--- config.mk ---
export PLATFORM = sky130hd
export DESIGN_NAME = fuzz_stim_sequencer
export DESIGN_NICKNAME = d
export VERILOG_FILES = /design/src/rtl/fuzz_seq_pkg.sv /design/src/rtl/fuzz_misr.sv /design/src/rtl/fuzz_stim_sequencer.sv
export SDC_FILE = /design/constraint.sdc
export NUM_CORES = 2
export LEC_CHECK = 0
export CAP_MARGIN = 20
export CORE_AREA = 2 2 282 284
export CTS_BUF_LIST = sky130_fd_sc_hd__clkbuf_2 sky130_fd_sc_hd__clkbuf_4 sky130_fd_sc_hd__clkbuf_8
export DETAILED_ROUTE_END_ITERATION = 10
export DIE_AREA = 0 0 284 286
export PLACE_DENSITY = 0.74
export SETUP_SLACK_MARGIN = 0.5
export SYNTH_ARGS = -nofsm -noshare
export SYNTH_HDL_FRONTEND = slang
export SYNTH_SLANG_ARGS = --single-unit
--- constraint.sdc ---
create_clock -name clk -period 8.15 [get_ports clk]
set_clock_uncertainty 0.15 [all_clocks]
set_input_delay 1.63 -clock clk [delete_from_list [all_inputs] [get_ports clk]]
set_output_delay 1.63 -clock clk [all_outputs]
set_load 0.01 [all_outputs]
--- src/rtl/fuzz_seq_pkg.sv ---
// Shared constants, FSM state type and LCG step for the fuzz stimulus sequencer.
package fuzz_seq_pkg;

  localparam logic [31:0] LCG_MUL      = 32'h41C6_4E6D;
  localparam logic [31:0] LCG_INC      = 32'h0000_3039;
  localparam logic [31:0] DEFAULT_POLY = 32'h04C1_1DB7;

  typedef enum logic [2:0] {
    IDLE,
    RESET,
    INIT,
    RUN,
    DONE
  } seq_state_e;

  function automatic logic [31:0] lcg_next(input logic [31:0] state);
    return state * LCG_MUL + LCG_INC;
  endfunction

endpackage

--- src/rtl/fuzz_misr.sv ---
// XOR-folds a wide DUT output word into SIG_W bits and compresses it into a MISR.
module fuzz_misr
  import fuzz_seq_pkg::*;
#(
  parameter int                 SIG_W = 32,
  parameter int                 OUT_W = 330,
  parameter logic [SIG_W-1:0]   POLY  = SIG_W'(DEFAULT_POLY)
) (
  input  logic             clk,
  input  logic             rst_n,
  input  logic             i_clr,
  input  logic             i_en,
  input  logic [OUT_W-1:0] i_data,
  output logic [SIG_W-1:0] o_sig
);

  localparam int NCH = (OUT_W + SIG_W - 1) / SIG_W;

  logic [NCH*SIG_W-1:0] w_pad;
  logic [SIG_W-1:0]     w_fold;
  logic [SIG_W-1:0]     r_sig;

  // Top chunk is zero-padded so the fold is well defined for any OUT_W.
  assign w_pad = (NCH*SIG_W)'(i_data);

  always_comb begin
    w_fold = '0;
    for (int c = 0; c < NCH; c++) begin
      w_fold = w_fold ^ w_pad[c*SIG_W +: SIG_W];
    end
  end

  always_ff @(posedge clk) begin
    if (!rst_n) begin
      r_sig <= '0;
    end else if (i_clr) begin
      r_sig <= '0;
    end else if (i_en) begin
      r_sig <= {r_sig[SIG_W-2:0], 1'b0} ^ (r_sig[SIG_W-1] ? POLY : '0) ^ w_fold;
    end
  end

  assign o_sig = r_sig;

endmodule

--- src/rtl/fuzz_stim_sequencer.sv ---
// Resets a fuzz DUT, drives it with LCG vectors and signs its outputs with a MISR.
// Optional pause input is enabled by defining FUZZ_SEQ_PAUSE_EN.
module fuzz_stim_sequencer
  import fuzz_seq_pkg::*;
#(
  parameter int               IN_W       = 255,
  parameter int               OUT_W      = 330,
  parameter int               CNT_W      = 32,
  parameter int               RST_CYCLES = 2,
  parameter int               SIG_W      = 32,
  parameter logic [SIG_W-1:0] POLY       = SIG_W'(DEFAULT_POLY)
) (
  input  logic             clk,
  input  logic             rst_n,
`ifdef FUZZ_SEQ_PAUSE_EN
  input  logic             pause,
`endif
  input  logic             start,
  input  logic [31:0]      seed,
  input  logic [CNT_W-1:0] cycles,
  output logic             dut_rst_n,
  output logic [IN_W-1:0]  in_flat,
  input  logic [OUT_W-1:0] out_flat,
  output logic             busy,
  output logic             done,
  output logic [CNT_W-1:0] vec_count,
  output logic [SIG_W-1:0] signature,
  output seq_state_e       dbg_state
);

  localparam int NW     = (IN_W + 31) / 32;
  localparam int TOP_LO = (NW - 1) * 32;
  localparam int TOP_B  = IN_W - TOP_LO;
  localparam int IDX_W  = (NW > 1) ? $clog2(NW) : 1;
  localparam int RC_W   = (RST_CYCLES > 1) ? $clog2(RST_CYCLES) : 1;
  localparam logic [IDX_W-1:0] IDX_LAST = IDX_W'(NW - 1);
  localparam logic [RC_W-1:0]  RC_LAST  = RC_W'(RST_CYCLES - 1);

  seq_state_e       r_state;
  logic [RC_W-1:0]  r_rst_cnt;
  logic [IDX_W-1:0] r_idx;
  logic [31:0]      r_lcg;
  logic [IN_W-1:0]  r_shadow;
  logic [IN_W-1:0]  r_in_flat;
  logic [CNT_W-1:0] r_cyc_lim;
  logic [CNT_W-1:0] r_vec_count;
  logic             r_dut_rst_n;
  logic             r_busy;
  logic             r_done;

  logic             w_pause;
  logic             w_start_ok;
  logic             w_step;
  logic             w_last_word;
  logic             w_misr_en;
  logic [31:0]      w_lcg_next;
  logic [IN_W-1:0]  w_vec;
  logic [CNT_W-1:0] w_vec_inc;

`ifdef FUZZ_SEQ_PAUSE_EN
  assign w_pause = pause;
`else
  assign w_pause = 1'b0;
`endif

  // start is a one-cycle request with no ready: it is accepted only in IDLE or
  // DONE and silently dropped while a run is in progress.
  assign w_start_ok  = start && ((r_state == IDLE) || (r_state == DONE));
  assign w_step      = ((r_state == INIT) || (r_state == RUN)) && !w_pause;
  assign w_last_word = (r_idx == IDX_LAST);
  assign w_misr_en   = w_step && (r_state == RUN) && w_last_word;
  assign w_lcg_next  = lcg_next(r_lcg);
  assign w_vec_inc   = r_vec_count + 1'b1;

  // The top word goes straight to in_flat on the final fill cycle.
  always_comb begin
    w_vec = r_shadow;
    w_vec[IN_W-1:TOP_LO] = w_lcg_next[TOP_B-1:0];
  end

  always_ff @(posedge clk) begin
    if (!rst_n) begin
      r_state     <= IDLE;
      r_rst_cnt   <= '0;
      r_idx       <= '0;
      r_lcg       <= '0;
      r_shadow    <= '0;
      r_in_flat   <= '0;
      r_cyc_lim   <= '0;
      r_vec_count <= '0;
      r_dut_rst_n <= 1'b0;
      r_busy      <= 1'b0;
      r_done      <= 1'b0;
    end else begin
      case (r_state)
        IDLE, DONE: begin
          if (w_start_ok) begin
            r_state     <= RESET;
            r_lcg       <= seed;
            r_cyc_lim   <= cycles;
            r_vec_count <= '0;
            r_rst_cnt   <= '0;
            r_idx       <= '0;
            r_dut_rst_n <= 1'b0;
            r_busy      <= 1'b1;
            r_done      <= 1'b0;
          end
        end
        RESET: begin
          if (r_rst_cnt == RC_LAST) begin
            r_state <= INIT;
          end else begin
            r_rst_cnt <= r_rst_cnt + 1'b1;
          end
        end
        INIT, RUN: begin
          r_dut_rst_n <= 1'b1;
          if (w_step) begin
            r_lcg <= w_lcg_next;
            for (int k = 0; k < NW - 1; k++) begin
              if (r_idx == IDX_W'(k)) r_shadow[k*32 +: 32] <= w_lcg_next;
            end
            if (w_last_word) begin
              r_idx     <= '0;
              r_in_flat <= w_vec;
              if (r_state == RUN) r_vec_count <= w_vec_inc;
              // INIT with a zero limit finishes without entering RUN.
              if (((r_state == INIT) && (r_cyc_lim == '0)) ||
                  ((r_state == RUN) && (w_vec_inc == r_cyc_lim))) begin
                r_state <= DONE;
                r_busy  <= 1'b0;
                r_done  <= 1'b1;
              end else begin
                r_state <= RUN;
              end
            end else begin
              r_idx <= r_idx + 1'b1;
            end
          end
        end
        default: r_state <= IDLE;
      endcase
    end
  end

  fuzz_misr #(
    .SIG_W (SIG_W),
    .OUT_W (OUT_W),
    .POLY  (POLY)
  ) u_misr (
    .clk    (clk),
    .rst_n  (rst_n),
    .i_clr  (w_start_ok),
    .i_en   (w_misr_en),
    .i_data (out_flat),
    .o_sig  (signature)
  );

  assign dut_rst_n = r_dut_rst_n;
  assign in_flat   = r_in_flat;
  assign busy      = r_busy;
  assign done      = r_done;
  assign vec_count = r_vec_count;
  assign dbg_state = r_state;

endmodule
# Word level (Yosys, flattened, before mapping)
# Cells that the tools add are included.
[op_classes] addsub=4 mul=1 n_eq_ne=18 muxes=32 bitwise_logic=13 n_reduce_logical=31
[ops] op="bitwise XOR 32 bit" count=11
[ops] op="2-to-1 mux 32 bit" count=6
[ops] op="case mux 32 bit (2 select lines)" count=2
[ops] op="adder 32 x 1 -> 32 bit (second input constant)" count=1
[ops] op="adder 32 x 14 -> 32 bit (second input constant)" count=1
[ops] op="equality test 32 bit" count=1
[ops] op="logical NOT 32 bit" count=1
[ops] op="multiplier 32 x 31 -> 32 bit (second input constant)" count=1
[ops] op="bitwise XOR 32 x 10 -> 32 bit" count=1
[ops] op="2-to-1 mux 27 bit" count=1
[ops] op="AND reduction 3 bit" count=9
[ops] op="2-to-1 mux 3 bit" count=8
[ops] op="equality test 3 bit (second input constant)" count=5
[ops] op="equality test 3 x 2 -> 1 bit (second input constant)" count=4
[ops] op="!= test 2 bit (second input constant)" count=5
[ops] op="AND reduction 5 bit" count=2
[ops] op="2-to-1 mux 1 bit" count=9
[ops] op="case mux 3 bit (3 select lines)" count=1
[ops] op="case mux 1 bit (2 select lines)" count=4
[ops] op="equality test 3 x 1 -> 1 bit (second input constant)" count=2
[ops] op="logical NOT 3 bit" count=2
[ops] op="case mux 3 bit (2 select lines)" count=1
[ops] op="AND reduction 2 bit" count=3
[ops] op="OR reduction 2 bit" count=3
[ops] op="8 further kinds" count=15
[word_totals] reg_bits=617 in_bits=397 out_inout_bits=325 elab_cells=117

# Logic depth before layout (Yosys ltp)
[depth] word_depth=11 mapped_depth=28 ltp_nobuf=26

# Cells and area by module
# A second synthesis with hierarchy kept.
[unflattened] cells_unflattened=4174 area_unflattened_um2=35465.3
[by_module_without_submodules] mod="fuzz_stim_sequencer" instances=1 cells_each=3765 area_each_um2=31116.1 seq_area_each_um2=11711.2
[by_module_without_submodules] mod="fuzz_misr" instances=1 cells_each=409 area_each_um2=4349.2 seq_area_each_um2=640.6

# Worst setup path before layout
# Ideal clock, no wire load.
[synth_path] path_kind="reg-to-reg" startpoint="reg r_lcg[0]" endpoint="reg r_lcg[30]" setup_ns=0.132 arrival_ns=6.587 required_time_ns=7.868 slack_ns=1.280 stages_incl_launch_ff=25 n_path_buf=2 period_less_slack_ns=6.870 cell_sequence="dfxtp_1 -> clkbuf_1 -> inv_1 -> ha_1 -> clkbuf_1 -> inv_1 -> ha_1 -> fa_1 -> fa_1 -> ha_1 -> inv_1 -> fa_1 -> inv_1 -> fa_1 -> fa_1 -> ha_1 -> a211o_1 -> a21oi_1 -> nand3_1 -> nor3_1 -> o21ai_0 -> a2111oi_1 -> o21ai_1 -> nand3b_1 -> a21oi_1"
[synth_via] elab_chain_cells=4
[synth_rtl] item="start: declaration" line_no="fuzz_stim_sequencer.sv:42" source="logic [31:0] r_lcg;"
[synth_rtl] item="start signal: assignment" line_no="fuzz_stim_sequencer.sv:119" source="r_lcg <= w_lcg_next;"
[synth_rtl] item="multiplier 32 x 31 -> 32 bit" line_no="fuzz_seq_pkg.sv:17" source="return state * LCG_MUL + LCG_INC;"
[synth_rtl] item="adder 32 x 14 -> 32 bit" line_no="fuzz_seq_pkg.sv:17"
[synth_rtl] item="2-to-1 mux 32 bit" line_no="fuzz_stim_sequencer.sv:118" source="if (w_step) begin"
[synth_rtl] item="case mux 32 bit (2 select lines)" line_no="fuzz_stim_sequencer.sv:95" source="case (r_state)"
# Every way passes these cells. The select of a mux whose other input is x is not followed.
# A chain may end at the register's enable or synchronous reset.

# Worst setup path in the final report
[layout_path] startpoint="reg r_lcg[8]" endpoint="reg r_shadow[188]"
[layout_via] elab_chain_cells=2
[layout_rtl] item="multiplier 32 x 31 -> 32 bit" line_no="fuzz_seq_pkg.sv:17"
[layout_rtl] item="adder 32 x 14 -> 32 bit" line_no="fuzz_seq_pkg.sv:17"
[layout_rtl] item="end signal: indexed assignment" line_no="fuzz_stim_sequencer.sv:121" source="if (r_idx == IDX_W'(k)) r_shadow[k*32 +: 32] <= w_lcg_next;"
[layout_rtl] item="end: declaration" line_no="fuzz_stim_sequencer.sv:43" source="logic [IN_W-1:0] r_shadow;"
# Every way passes these cells.

==> flow_metrics.tcl <==
set metrics [dict create \
    status "finished, final reports clean" \
    fin_tns_setup_ps 0 \
    cts-root-buf "clkbuf_8" \
    mostFrequentLayoutCells "nand2_1 (969), clkdlybuf4s50_1 (720), dfxtp_1 (615), a21oi_1 (535), inv_1 (418)" \
    via_count 31300 \
    clk_pin_slew_ps 60 \
    drt-pass1-iter-count 6 \
    dieHeight_um 286 \
    cp_slowest_cell "fa_1" \
    antenna_found_initial 16 \
    htree_num_levels 3 \
    cp-start-kind "flop" \
    ys_types 78 \
    via_per_inst 5.20 \
    crit_top_cell "fa_1" \
    gp_congestion 0.965 \
    crit_required_ps 8580 \
    clkLatencyLatePin_ps 730 \
    synth-seq-area-share_pct 35.2 \
    ys_warn_count 0 \
    drc 0 \
    stdcell_area_um2 45700 \
    max_stage_delay_ps 530 \
    stdcell_count 6015 \
    die_w_um 284 \
    clock_path_buffers 3 \
    drtIter0Drc 2531 \
    critPathKind "flop to flop" \
    synth_flop_cell "dfxtp_1" \
    syn-cell-area_um2 35100 \
    initial_utilization_pct 44.8 \
    avgSynthCellArea_um2 8.32 \
    io_pins 722 \
    final_layout_size_suffix_gt1_share_pct 5.96 \
    slew_headroom_pct 24.4 \
    rsz0062_at_grt "false" \
    track_usage_pct 32.3 \
    avgRoutedWirePerCell_um 22.3 \
    slew_violations 0 \
    grt_pass1_vias 30500 \
    numClockSinks 617 \
    ant_nets 0 \
    drv_cap 0 \
    grt_pass1_wl_um 196000 \
    die_area_um2 81200 \
    grt_start_max_net_pins 172 \
    worst-path-max-fanout 7 \
    syn_to_final_growth_pct 30.3 \
    clock.fmax_mhz 138 \
    placed_cell_area_um2 43400 \
    synth_fp_nets 5019 \
    path_cells "ha_1 -> fa_1 -> inv_1 -> fa_1 -> fa_1 -> inv_1 -> ha_1 -> inv_1 -> fa_1 -> inv_1 -> fa_1 -> fa_1 -> ha_1 -> and3_1 -> nand2_1 -> nor3_1 -> nor3_1 -> o21ai_0 -> a21oi_1 -> xor2_1 -> buf_4 -> o21ai_0" \
    fin_nets 5680 \
    final_common_cell "nand2_1" \
    io_buffers 721 \
    hold_path.class "flop to flop" \
    hold_viol 0 \
    overflow 0 \
    syn-instance-count 4218 \
    end_kind "flop" \
    cts_tree "yes" \
    min_period_ps 7260 \
    synth-edff-count 0 \
    arrival_ps 7690 \
    setup_viol 0 \
    cts_buffers 102 \
    fin_crit_sh_pct 89.1 \
    dp.cells 5822 \
    ys_seq_elements 617 \
    holdWs_ps 278 \
    rows 103 \
    async_flop_share_pct 0 \
    worstMarginPinSlew_ps 1130 \
    post-dp-hpwl_um 105000 \
    coreArea_um2 78400 \
    finalWirelength_um 134000 \
]
## layer usage
| layer | track usage, % | share of wire (%) | up-vias | wire, um |
|---|---|---|---|---|
| li1 | - | - | 14800 | - |
| met1 | 37.5 | 38 | 14900 | 50600 |
| met2 | 54.8 | 48 | 1283 | 64500 |
| met3 | 6.20 | 7.0 | 288 | 9400 |
| met4 | 20.4 | 7.0 | 2 | 9440 |
| met5 | 0 | 0.0097 | - | 13 |
## repair_timing
item	CTS	global route
buffers inserted	0	1
hold buffers	0	0
hold endpoints to repair	0	0
resized for setup	0	5
endpoints found under the setup margin	0	29
## Yosys cell counts, drive strengths merged, types with 19 or more instances
cell      n  area share [%]
o21ai    67            0.96
xor2     93             2.3
nand3    53            0.77
nor3     28            0.43
a21oi   535             7.6
o21a     20            0.43
inv     419             4.5
nor2    176             1.9
a22oi    19            0.41
dfxtp   617              35
nand2   971              10
xnor2   356             8.9
ha      212             7.6
fa      192              11
a211oi   50             1.1
clkbuf  200             2.2
buf      26            0.42
## kinds of logic (layout without fill, tap and decap cells)
group	Yosys count	in the layout	synth area share (%)
mux	4	4	0.118
flops	617	617	35.2
fa+ha+maj	405	405	18.5
compound gates	764	764	12.2
buf+inv	646	1376	7.10
simple gates	1333	1333	15.6
other cells	0	17	0
xor+xnor	449	449	11.2
## state kept, by name, indices dropped and copies added (netlist names)
signal / count
busy: 1
done: 1
r_cyc_lim: 32
r_shadow: 224
in_flat: 255
u_misr.o_sig: 32
r_lcg: 32
vec_count: 32
dut_rst_n: 1
r_idx: 3
r_rst_cnt: 1
dbg_state: 3
## metrics by stage
| stage | setup WS (ps) | util, % |
|---|---|---|
| after floorplan | 1280 | - |
| after global placement | 711 | 55.3 |
| after detailed placement | 633 | 55.4 |
| after CTS | 602 | 58.2 |
| after global routing | 512 | 58.4 |
| final | 891 | 58.4 |
## area by class of cell
| class | instances | area [um^2] |
|---|---|---|
| Inverter | 419 | 1580 |
| Clock inverter | 16 | 229 |
| Tap cell | 1050 | 1310 |
| Timing Repair Buffer | 784 | 7830 |
| Antenna cell | 17 | 42.5 |
| Multi-Input combinational cell | 2955 | 20500 |
| Sequential cell | 617 | 12400 |
| Clock buffer | 157 | 1930 |
| Fill cell | 7150 | 32600 |
## worst paths after layout
| path | startpoint | endpoint | slack, ps | cells after the start |
|---|---|---|---|---|
| max | r_lcg[8] | r_shadow[188] | 890 | 22 |
| min | r_shadow[188] | in_flat[188] | 280 | 2 |
| max reg2reg | r_lcg[8] | r_shadow[188] | 890 | 22 |
| min reg2reg | r_shadow[188] | in_flat[188] | 280 | 2 |
## critical path: cells and delay by family, from the launching register on
family	cells	cell delay, ps
adder cells (fa/ha/maj)	9	4030
AND/OR/NAND/NOR	4	990
AO/OA/AOI/OAI	3	550
flip-flops	1	490
XOR/XNOR	1	450
buffers and inverters	5	440
Power is not shown: default switching activity piles up to over one toggle a cycle in this logic, so the estimate is an artifact.
